--- config.mk ---
export PLATFORM = sky130hd
export DESIGN_NAME = alu_pipe
export DESIGN_NICKNAME = d
export VERILOG_FILES = /design/src/rtl/alu_pkg.sv /design/src/rtl/alu_core.sv /design/src/rtl/alu_pipe.sv
export SDC_FILE = /design/constraint.sdc
export NUM_CORES = 1
export LEC_CHECK = 0
export CAP_MARGIN = 20
export CORE_MARGIN = 8
export CORE_UTILIZATION = 58
export CTS_CLUSTER_DIAMETER = 60
export DETAILED_ROUTE_END_ITERATION = 8
export PLACE_DENSITY_LB_ADDON = 0.08
export SLEW_MARGIN = 20
export SYNTH_ARGS = -nofsm -noshare
export SYNTH_HDL_FRONTEND = slang
export SYNTH_SLANG_ARGS = --single-unit
--- constraint.sdc ---
create_clock -name clk -period 6.7 [get_ports clk]
set_input_delay 1.34 -clock clk [delete_from_list [all_inputs] [get_ports clk]]
set_output_delay 1.34 -clock clk [all_outputs]
set_load 0.01 [all_outputs]
--- src/rtl/alu_pkg.sv ---
// Shared types and canonical control words for the pipelined Hack-style ALU.
// Control bit order, MSB first: zx, nx, zy, ny, f, no.
package alu_pkg;

  typedef struct packed {
    logic zx;
    logic nx;
    logic zy;
    logic ny;
    logic f;
    logic no;
  } alu_ctrl_t;

  localparam alu_ctrl_t ALU_ZERO  = 6'b101010;
  localparam alu_ctrl_t ALU_ONE   = 6'b111111;
  localparam alu_ctrl_t ALU_NEG1  = 6'b111010;
  localparam alu_ctrl_t ALU_X     = 6'b001100;
  localparam alu_ctrl_t ALU_Y     = 6'b110000;
  localparam alu_ctrl_t ALU_NOTX  = 6'b001101;
  localparam alu_ctrl_t ALU_NOTY  = 6'b110001;
  localparam alu_ctrl_t ALU_NEGX  = 6'b001111;
  localparam alu_ctrl_t ALU_NEGY  = 6'b110011;
  localparam alu_ctrl_t ALU_XP1   = 6'b011111;
  localparam alu_ctrl_t ALU_YP1   = 6'b110111;
  localparam alu_ctrl_t ALU_XM1   = 6'b001110;
  localparam alu_ctrl_t ALU_YM1   = 6'b110010;
  localparam alu_ctrl_t ALU_XPY   = 6'b000010;
  localparam alu_ctrl_t ALU_XMY   = 6'b010011;
  localparam alu_ctrl_t ALU_YMX   = 6'b000111;
  localparam alu_ctrl_t ALU_XANDY = 6'b000000;
  localparam alu_ctrl_t ALU_XORY  = 6'b010101;

endpackage

--- src/rtl/alu_core.sv ---
// Combinational function/output stage of the Hack-style ALU operating on preset operands.
// Carry and overflow describe the adder result before the optional output inversion.
module alu_core #(
  parameter int WIDTH = 16
) (
  input  logic [WIDTH-1:0] xp,
  input  logic [WIDTH-1:0] yp,
  input  logic             f,
  input  logic             no,
  output logic [WIDTH-1:0] out,
  output logic             zr,
  output logic             ng,
  output logic             cy,
  output logic             ov
);

  localparam int MSB = WIDTH - 1;

  logic [WIDTH:0]   sum;
  logic [WIDTH-1:0] r;

  always_comb begin
    sum = {1'b0, xp} + {1'b0, yp};
    r   = '0;
    cy  = 1'b0;
    ov  = 1'b0;
    if (f) begin
      r  = sum[WIDTH-1:0];
      cy = sum[WIDTH];
      // Two's-complement overflow: like-signed operands yielding an opposite-signed sum.
      ov = (xp[MSB] == yp[MSB]) && (r[MSB] != xp[MSB]);
    end else begin
      r  = xp & yp;
    end
    out = no ? ~r : r;
    zr  = (out == '0);
    ng  = out[MSB];
  end

endmodule

--- src/rtl/alu_pipe.sv ---
// Two-stage pipelined Hack-style ALU with valid/ready handshake and status flags.
// S1 registers the preset operands, S2 registers the result; one op per cycle, latency 2.
module alu_pipe
  import alu_pkg::*;
#(
  parameter int WIDTH = 16
) (
  input  logic             clk,
  input  logic             rst,
  input  logic             in_valid,
  output logic             in_ready,
  input  logic [WIDTH-1:0] x,
  input  logic [WIDTH-1:0] y,
  input  logic [5:0]       ctrl,
  output logic             out_valid,
  input  logic             out_ready,
  output logic [WIDTH-1:0] out,
  output logic             zr,
  output logic             ng,
  output logic             cy,
  output logic             ov
);

  function automatic logic [WIDTH-1:0] preset(input logic [WIDTH-1:0] v,
                                              input logic             zero,
                                              input logic             neg);
    logic [WIDTH-1:0] t;
    t = zero ? '0 : v;
    return neg ? ~t : t;
  endfunction

  alu_ctrl_t        op;
  logic             s2_free;
  logic             adv;
  logic             acc;

  logic [WIDTH-1:0] xp_p0;
  logic [WIDTH-1:0] yp_p0;

  logic             vld_p1;
  logic [WIDTH-1:0] xp_p1;
  logic [WIDTH-1:0] yp_p1;
  logic             f_p1;
  logic             no_p1;

  logic [WIDTH-1:0] out_c;
  logic             zr_c;
  logic             ng_c;
  logic             cy_c;
  logic             ov_c;

  logic             vld_p2;
  logic [WIDTH-1:0] out_p2;
  logic             zr_p2;
  logic             ng_p2;
  logic             cy_p2;
  logic             ov_p2;

  assign op = alu_ctrl_t'(ctrl);

  // S2 can take a new result when empty or when its current result leaves this cycle.
  assign s2_free  = !vld_p2 || out_ready;
  assign adv      = vld_p1 && s2_free;
  assign in_ready = !vld_p1 || s2_free;
  assign acc      = in_valid && in_ready;

  // ---- P0 -> P1: operand preset (zero / invert) ----
  assign xp_p0 = preset(x, op.zx, op.nx);
  assign yp_p0 = preset(y, op.zy, op.ny);

  always_ff @(posedge clk or posedge rst) begin
    if (rst) begin
      vld_p1 <= 1'b0;
    end else if (acc) begin
      vld_p1 <= 1'b1;
    end else if (adv) begin
      vld_p1 <= 1'b0;
    end
  end

  always_ff @(posedge clk) begin
    if (acc) begin
      xp_p1 <= xp_p0;
      yp_p1 <= yp_p0;
      f_p1  <= op.f;
      no_p1 <= op.no;
    end
  end

  // ---- P1 -> P2: function, output inversion and flags ----
  alu_core #(
    .WIDTH(WIDTH)
  ) u_core (
    .xp  (xp_p1),
    .yp  (yp_p1),
    .f   (f_p1),
    .no  (no_p1),
    .out (out_c),
    .zr  (zr_c),
    .ng  (ng_c),
    .cy  (cy_c),
    .ov  (ov_c)
  );

  always_ff @(posedge clk or posedge rst) begin
    if (rst) begin
      vld_p2 <= 1'b0;
      out_p2 <= '0;
      zr_p2  <= 1'b0;
      ng_p2  <= 1'b0;
      cy_p2  <= 1'b0;
      ov_p2  <= 1'b0;
    end else if (adv) begin
      vld_p2 <= 1'b1;
      out_p2 <= out_c;
      zr_p2  <= zr_c;
      ng_p2  <= ng_c;
      cy_p2  <= cy_c;
      ov_p2  <= ov_c;
    end else if (out_ready) begin
      vld_p2 <= 1'b0;
    end
  end

  assign out_valid = vld_p2;
  assign out       = out_p2;
  assign zr        = zr_p2;
  assign ng        = ng_p2;
  assign cy        = cy_p2;
  assign ov        = ov_p2;

endmodule

==> results.cfg <==
[status]
status = finished, final reports clean

[cells_and_area]
layout_commonest_cell = clkdlybuf4s50_1
final_cell_mix = clkdlybuf4s50_1 (63), xnor2_1 (38), nand2b_1 (37)
antenna_cells = 0
final_net_count = 481
post_route_cells_drive_above_1_share_pct = 4.26
utilization_pct = 71.3
area_growth_pct = 20.1

[floorplan]
num_rows = 29
ios = 64
die_w_um = 96.4
start_util_pct = 59.4
die_area_um2 = 9290
chipHeight_um = 96.4
coreArea_um2 = 6310

[detailed_routing]
drtIter0Drc = 221
routedWlPerCell_um = 14.9
ant_nets = 0
routed-via-count = 2839
via_per_inst = 5.68
routed_wl_um = 7450
drt_first_pass_iters = 4
drc = 0

[synth]
synth_top_family_by_area = simple AND/OR/NAND/NOR gates
avgSynthCellArea_um2 = 10.1
yosys.area_share.xor_xnor_pct = 11.9
synthAdderAreaFrac_pct = 5.87
syn-instance-count = 370
synth_compound_area_share_pct = 15.0
yosysUniqueCellTypes = 58
syn_nets = 429
synth_edf_count = 34
synth-simple-area-share_pct = 19.3
synth_seq_cells = 55
synthArstFlopShare_pct = 38.2
ys_warn_count = 0
synth_mux_area_share_pct = 3.57
seq_area_frac_synth_pct = 41.2
ys.flop_type = edfxtp_1
synth_area_um2 = 3750

[flow_run]
drv_cap = 0

[grt]
antenna_found_initial = 0
first_global_vias = 2770
grt_max_degree = 37
grt_first_pass_wirelength_um = 12700
gr-total-overflow = 0
track_usage_pct = 17.1

[clocking]
clock_sinks = 55
cts-resized-gates = 0
clockRootBuffer = clkbuf_8
clk-insertion-delay-late_ns = 0.32
clockBufferDepth = 2
cts_buffers = 5
postCtsSetupBuffers = 0
ctsHoldBuffers = 0
clk_pin_slew_ns = 0.09
cts_tree = yes
htreeDepth = 2

[place]
hpwlAfterDp_um = 5890
place.port_buffers = 63
gp_congestion = 0.846

[timing]
finClkSkew_ns = 0.0160
finalSetupViolCount = 0
hold_viol_final = 0
worstMarginPinSlew_ns = 1.03
fin_setup_tns_ns = 0
fmax_mhz = 259
rsz0062_at_grt = false
fin_crit_sh_pct = 57.7
period_minus_slack_ns = 3.86
slew_headroom_pct = 31.3
holdWs_ns = 0.487
slew_viol_final = 0

[pwr]
leakage_nw = 1.77
powerDensity_nw_per_um2 = 232
ir_drop_uv = 147
p_total_w = 0.00105

[setup_path]
end_kind = output port
crit_path_start_kind = input port
r2r-start = f_p1
reg2reg_slack_ns = 3.38
rr_worst_depth = 7
critical_path_required_ns = 5.36
critPathMaxStageDelay_ns = 0.55
r2r-end = zr
path_common_cell = clkdlybuf4s50_1
cp_max_fo = 3
cpMaxStageDelayCell = clkdlybuf4s50_1
path_class = in -> out
cp_data_arrival_time_ns = 2.52
path_cells = clkdlybuf4s50_1, nand3b_1, clkdlybuf4s50_1
critPathBufInv = 2
crit_family = buffers and inverters
startpoint = out_ready

[hold_path]
hold_depth = 2
hp-class = reg -> reg
hold_end = out[13]
worstHoldStart = out[13]
[per-stage QoR]
step,worst slack (ns),instance area (um^2),std cells
global route,2.80,4500,500
finish,2.84,4500,500
detailed placement,2.85,4390,492
floorplan,3.81,3750,370
CTS,2.84,4500,500
global placement,2.87,4390,492
[cell usage after synthesis (5+ instances only)]
| library cell | number | area [um^2] |
|---|---|---|
| a211oi_1 | 5 | 37.5 |
| a21o_1 | 11 | 82.6 |
| a21oi_1 | 12 | 60.1 |
| and3_1 | 8 | 50.1 |
| clkbuf_1 | 10 | 37.5 |
| dfrtp_1 | 21 | 526 |
| edfxtp_1 | 34 | 1020 |
| ha_1 | 16 | 200 |
| inv_1 | 5 | 18.8 |
| mux2i_1 | 10 | 100 |
| nand2_1 | 28 | 105 |
| nand2b_1 | 37 | 231 |
| nand3_1 | 7 | 35.0 |
| nor2_1 | 10 | 37.5 |
| nor3_1 | 11 | 55.1 |
| o211ai_1 | 5 | 37.5 |
| o21ai_0 | 17 | 85.1 |
| xnor2_1 | 38 | 333 |
| xor2_1 | 13 | 114 |
[cell families (layout without fill, tap and decap cells)]
kind of cell    count (synthesis)  after routing
simple gates                  130            130
compound gates                 80             80
flops                          55             55
xor+xnor                       51             51
buf+inv                        24             77
fa+ha+maj                      17             17
mux                            13             13
[where the power goes]
part	leakage, nW	switching (W)	internal (W)
registers	0.583	0.0000289	0.000414
clock network	0.0587	0.000112	0.000113
logic	1.13	0.000187	0.000191
[sequential cells by signal, summed over array words and instances (netlist names)]
register   count
out           16
xp_p1         16
yp_p1         16
cy             1
f_p1           1
no_p1          1
out_valid      1
ov             1
vld_p1         1
zr             1
[tightest hold or removal path, cell delays in order, from the launching register on]
cell and delay, ns:
dfrtp_1 0.35, nand2_1 0.05, o21ai_0 0.06
[final cells by class]
| cell class | instances | area, um^2 |
|---|---|---|
| inverters | 5 | 18.8 |
| flip-flops and latches | 55 | 1550 |
| repair buffers | 64 | 638 |
| clock inverters | 3 | 47.5 |
| multi-input cells | 291 | 2090 |
| well taps | 77 | 96.3 |
| clock buffers | 5 | 68.8 |
| fillers | 518 | 1810 |
[routing by layer]
| metal | vias to the layer above | routed length [um] | share of wire (%) | track usage, % |
|---|---|---|---|---|
| met5 | - | 0 | 0 | 0 |
| met3 | 9 | 382 | 5.1 | 3.09 |
| met4 | 0 | 114 | 1.5 | 5.17 |
| li1 | 1455 | - | - | - |
| met2 | 77 | 3510 | 47 | 29.3 |
| met1 | 1298 | 3440 | 46 | 21.3 |
[how the worst max path moves through the flow]
stage | to | slack [ns] | cells after the start
finish | in_ready | 2.84 | 3
global route | in_ready | 2.80 | 3
CTS | in_ready | 2.84 | 3
detailed placement | in_ready | 2.85 | 3
global placement | in_ready | 2.87 | 3
floorplan | in_ready | 3.81 | 1
Power figures use the tool's default switching activity.
